### src/rtl/fetch_unit_pkg.sv
// Shared types and constants for the instruction-fetch stage.
// Prefetch behaviour is selected in fetch_unit by the FETCH_PREFETCH_EN macro.
package fetch_unit_pkg;

  localparam int          FETCH_REG_WIDTH = 32;
  localparam logic [31:0] FETCH_RESET_PC  = 32'h0000_0000;
  localparam int          FETCH_PC_STEP   = 4;

  // Encodings are shared with the legacy DEFINES.v state values.
  typedef enum logic [1:0] {
    S_REQ  = 2'd0,
    S_RESP = 2'd1,
    S_HOLD = 2'd2
  } fetch_state_e;

  function automatic logic is_misaligned(input logic [1:0] low_bits);
    return |low_bits;
  endfunction

endpackage

### src/rtl/fetch_unit.sv
// Instruction-fetch stage: owns the PC, captures memory words and hands them to decode.
// Define FETCH_PREFETCH_EN to go straight back to S_RESP after a handshake.
module fetch_unit
  import fetch_unit_pkg::*;
#(
  parameter int                   REG_WIDTH = FETCH_REG_WIDTH,
  parameter logic [REG_WIDTH-1:0] RESET_PC  = REG_WIDTH'(FETCH_RESET_PC)
) (
  input  logic                 clk,
  input  logic                 rst,
  output logic [REG_WIDTH-1:0] pc_o,
  input  logic [REG_WIDTH-1:0] ir_i,
  input  logic                 redirect_valid,
  input  logic [REG_WIDTH-1:0] redirect_pc,
  output logic                 inst_valid,
  input  logic                 inst_ready,
  output logic [REG_WIDTH-1:0] inst_o,
  output logic [REG_WIDTH-1:0] inst_pc_o,
  output logic                 misalign_err
);

`ifdef FETCH_PREFETCH_EN
  localparam bit PREFETCH = 1'b1;
`else
  localparam bit PREFETCH = 1'b0;
`endif

  fetch_state_e         state_reg, state_next;
  logic [REG_WIDTH-1:0] pc_reg, pc_next;
  logic [REG_WIDTH-1:0] inst_reg, inst_next;
  logic [REG_WIDTH-1:0] inst_pc_reg, inst_pc_next;
  logic                 valid_reg, valid_next;
  logic                 err_reg, err_next;

  logic                 handshake;
  logic [REG_WIDTH-1:0] pc_inc;

  assign handshake = valid_reg & inst_ready;
  assign pc_inc    = pc_reg + REG_WIDTH'(FETCH_PC_STEP);

  always_ff @(posedge clk) begin
    if (rst) begin
      state_reg   <= S_REQ;
      pc_reg      <= RESET_PC;
      inst_reg    <= '0;
      inst_pc_reg <= '0;
      valid_reg   <= 1'b0;
      err_reg     <= 1'b0;
    end else begin
      state_reg   <= state_next;
      pc_reg      <= pc_next;
      inst_reg    <= inst_next;
      inst_pc_reg <= inst_pc_next;
      valid_reg   <= valid_next;
      err_reg     <= err_next;
    end
  end

  always_comb begin
    state_next   = state_reg;
    pc_next      = pc_reg;
    inst_next    = inst_reg;
    inst_pc_next = inst_pc_reg;
    valid_next   = valid_reg;
    err_next     = err_reg;

    // A redirect squashes whatever is in flight, including a coincident handshake.
    if (redirect_valid) begin
      state_next = S_REQ;
      pc_next    = redirect_pc;
      valid_next = 1'b0;
      if (is_misaligned(redirect_pc[1:0])) begin
        err_next = 1'b1;
      end
    end else begin
      case (state_reg)
        S_REQ: begin
          state_next = S_RESP;
        end
        S_RESP: begin
          inst_next    = ir_i;
          inst_pc_next = pc_reg;
          valid_next   = 1'b1;
          pc_next      = pc_inc;
          state_next   = S_HOLD;
        end
        S_HOLD: begin
          // pc_reg already points at the next word, so prefetch can skip S_REQ.
          if (handshake) begin
            valid_next = 1'b0;
            state_next = PREFETCH ? S_RESP : S_REQ;
          end
        end
        default: begin
          state_next = S_REQ;
          valid_next = 1'b0;
        end
      endcase
    end
  end

  assign pc_o         = pc_reg;
  assign inst_valid   = valid_reg;
  assign inst_o       = inst_reg;
  assign inst_pc_o    = inst_pc_reg;
  assign misalign_err = err_reg;

endmodule

### config.mk
export PLATFORM = sky130hd
export DESIGN_NAME = fetch_unit
export DESIGN_NICKNAME = d
export VERILOG_FILES = /design/src/rtl/fetch_unit_pkg.sv /design/src/rtl/fetch_unit.sv
export SDC_FILE = /design/constraint.sdc
export NUM_CORES = 1
export LEC_CHECK = 0
export BUFFER_PORTS_ARGS = -buffer_cell sky130_fd_sc_hd__buf_2
export CORE_ASPECT_RATIO = 2
export CORE_MARGIN = 4
export CORE_UTILIZATION = 48
export CTS_CLUSTER_DIAMETER = 200
export DETAILED_ROUTE_END_ITERATION = 7
export GPL_ROUTABILITY_DRIVEN = 1
export PLACE_DENSITY = 0.79
export SKIP_CTS_REPAIR_TIMING = 1
export SYNTH_ARGS = -nofsm -noshare
export SYNTH_HDL_FRONTEND = slang
export SYNTH_SLANG_ARGS = --single-unit
### constraint.sdc
create_clock -name clk -period 2.24 [get_ports clk]
set_clock_uncertainty 0.15 [all_clocks]
set_input_delay 0.56 -clock clk [delete_from_list [all_inputs] [get_ports clk]]
set_output_delay 0.56 -clock clk [all_outputs]
set_load 0.005 [all_outputs]
==> impl_metrics.csv <==
group,metric,value,unit
worst_hold_path,whs_path_depth,2,
run_status,status,"completed",
synthesis,synth_area_per_cell,7.92,um^2
critical_path,cpPeakStageDelay,0.59,ns
power,finalPower,4.01,mW
power,static-leakage-power,2.42,nW
routing,drt-total-wl,12900,um
job,cap_viol_max_count,0,
sta,max_freq,446,MHz
grt,met2_usage,43.7,%
critical_path,crit_buf_inv,0,
routing,wl_per_cell,16.0,um
routing,drtPass1Iterations,4,
sta,slew_viol_final,0,
sta,worst_pin_slew,0.450,ns
synthesis,synthFlopType,"dfxtp_1",
worst_hold_path,hp-class,"reg -> reg",
power,switchingPower,965,uW
critical_path,cp.required,2.32,ns
sta,setup_viol,0,
synthesis,yosys_register_bits,100,
routing,avgViaCountPerCell,5.54,
critical_path,r2r_start,"state_reg[0]$_SDFFE_PP0N_",
critical_path,crit_path_cell_trace,"and4b_1 > nand3_1 > or4_1 > a311oi_1",
grt,grt_util_all_layers,24.7,%
clock_network,clockRootBuffer,"clkbuf_16",
floorplanning,coreArea,8350,um^2
synthesis,ys_async_sr_fraction,0,%
critical_path,cp_max_fo,9,
synthesis,syn_nets,594,
floorplanning,die_w,73.8,um
critical_path,start_kind,"flip-flop",
grt,grt_pass1_vias,4328,
power,internal-power,3.04,mW
critical_path,r2r_setup_slack,0.0002,ns
sta,period_needed,2.24,ns
critical_path,critPathArrivalTime,2.32,ns
synthesis,seq_area_frac_synth,48.1,%
clock_network,clk_transition_reported_paths,0.07,ns
worst_hold_path,holdPathEnd,"inst_o[28]$_SDFFE_PP0P_",
sta,setup-tns-final,0,ns
floorplanning,die-height,140,um
layout,syn_to_final_growth,35.1,%
critical_path,reg2reg_to,"pc_o[21]$_SDFFE_PP0N_",
grt,grt_pass1_wl,20100,um
power,comb_power_share,11.0,%
grt,grt_util_met1,25.8,%
grt,grt_overflow,0,
floorplanning,rows,47,
grt,grt_max_degree,65,
power,irDropWorstVdd,0.000491,V
synthesis,ys.warnings.count,0,
critical_path,cp_top_family,"simple AND/OR/NAND/NOR gates",
power,p_per_area,713,nW/um^2
clock_network,clkLatencyLatePin,0.34,ns
grt,met3_usage,4.48,%
layout,drive_gt1_share,32.1,%
sta,period_share,100,%
clock_network,cts_max_level,3,
synthesis,synth.distinct_cells,40,
floorplanning,initial_core_util,49.8,%
sta,hold-worst-slack,0.301,ns
placed_design,dp_hpwl,9570,um
sta,max_slew_margin,70.0,%
synthesis,synth_edf_count,0,
layout,fin_nets,769,
layout,final_util,67.3,%
clock_network,clock_path_buffers,2,
routing,drc,0,
sta,hold_viol_final,0,
critical_path,crit_type,"reg -> reg",
power,switching_share,24.1,%
clock_network,cts_sinks,100,
power,pwr-share-seq,47.8,%
routing,drt_iter0_drc,270,
layout,layout_commonest_cell,"buf_2",
synthesis,syn_inst,525,
layout,diodes,0,
synthesis,synth_area_leaders,"dfxtp_1 48%, nand2_1 13%, a21oi_1 8.7%",
synthesis,synth_top_area_cell,"dfxtp_1",
power,power_frac_clock,41.2,%
placed_design,dp_slack,0.0456,ns
worst_hold_path,min_from,"inst_o[28]$_SDFFE_PP0P_",
grt,grt_busiest_layer,"met2",
placed_design,numPortBuffers,165,
floorplanning,die_area,10300,um^2
clock_network,cts_tree,"built",
placed_design,place.gp.congestion,0.929,
floorplanning,boundaryPins,166,
synthesis,yosysTopAreaCellShare,48.1,%
sta,fin_ws,0.000199,ns
routing,antenna_left,0,
layout,final_cell_mix,"164 x buf_2, 146 x nand2_1, 98 x dfxtp_1",
critical_path,critPathCaptureType,"flip-flop",
routing,vias,4452,
critical_path,crit_cells,4,
synthesis,syn_area,4160,um^2
critical_path,r2r_cells,4,
grt,antenna_found_initial,0,
clock_network,numCtsBuffers,9,
critical_path,cpMaxStageDelayCell,"or4_1",
==> stage by stage <==
| stage | std cells | cell area (um^2) |
|---|---|---|
| detailed placement | 787 | 5280 |
| global placement | 787 | 5280 |
| global route | 803 | 5620 |
| floorplan | 525 | 4160 |
| finish | 803 | 5620 |
| CTS | 803 | 5600 |
==> routing by layer <==
metal / wire length, um / up-vias / part of all wire (%)
li1: - / 2179 / -
met1: 4530 / 2068 / 35
met2: 7100 / 157 / 55
met3: 613 / 48 / 4.8
met4: 604 / 0 / 4.7
met5: 0 / - / 0
==> worst max path at each step <==
stage	startpoint	to	slack, ns
2_1_floorplan	pc_o[7]$_SDFFE_PP0N_	pc_o[29]$_SDFFE_PP0N_	0.17
3_3_place_gp	pc_o[19]$_SDFFE_PP0N_	pc_o[29]$_SDFFE_PP0N_	0.16
3_5_place_dp	pc_o[19]$_SDFFE_PP0N_	pc_o[29]$_SDFFE_PP0N_	0.05
4_1_cts	pc_o[19]$_SDFFE_PP0N_	pc_o[29]$_SDFFE_PP0N_	0.04
5_1_grt	state_reg[0]$_SDFFE_PP0N_	pc_o[21]$_SDFFE_PP0N_	-0.10
6_report	state_reg[0]$_SDFFE_PP0N_	pc_o[21]$_SDFFE_PP0N_	0.0002
==> area by class of cell <==
type                    count  area (um^2)
clock buffers               9          225
clock inverters             7         96.3
fillers                   715         2730
inverters                   7         26.3
multi-input cells         382         2010
flip-flops and latches    100         2000
well taps                  98          123
repair buffers            200         1130
==> power groups by stage <==
stage / clock network [mW] / registers [mW] / logic (mW)
5_1_grt: 1.76 / 1.92 / 0.487
6_report: 1.65 / 1.91 / 0.439
4_1_cts: 1.70 / 1.91 / 0.440
3_3_place_gp: 0 / 1.95 / 0.427
3_5_place_dp: 0 / 1.95 / 0.437
2_1_floorplan: 0 / 1.96 / 0.180
==> Yosys cell counts, types with 4 or more instances <==
master / instances
nand4_1: 9
inv_1: 7
nand3_1: 15
xor2_1: 6
nor2_1: 30
a21oi_1: 72
and4_1: 5
nand2_1: 147
dfxtp_1: 100
nor4_1: 6
xnor2_1: 7
or4_1: 10
o21ai_0: 7
a311oi_1: 8
o31ai_1: 7
a211oi_1: 13
nor3_1: 5
a2111oi_0: 4
clkbuf_1: 31
==> worst register-to-register path, cell delays in order (launching register included) <==
cell and delay (ns):
dfxtp_1 0.46, and4b_1 0.32, nand3_1 0.31, or4_1 0.59, a311oi_1 0.31
==> cell families (layout without fill, tap and decap cells) <==
kind of cell	after synthesis	in the layout	synth area share, %
AOI/OAI and AO/OA	116	116	16.6
DFF	100	100	48.1
and+or+nand+nor	250	250	27.7
adders and majority gates	1	1	0.301
xor gates and xnor gates	13	13	2.74
muxes	2	2	0.482
buffers and inverters	43	223	3.94
No activity file was read; power rests on OpenSTA's default activity.
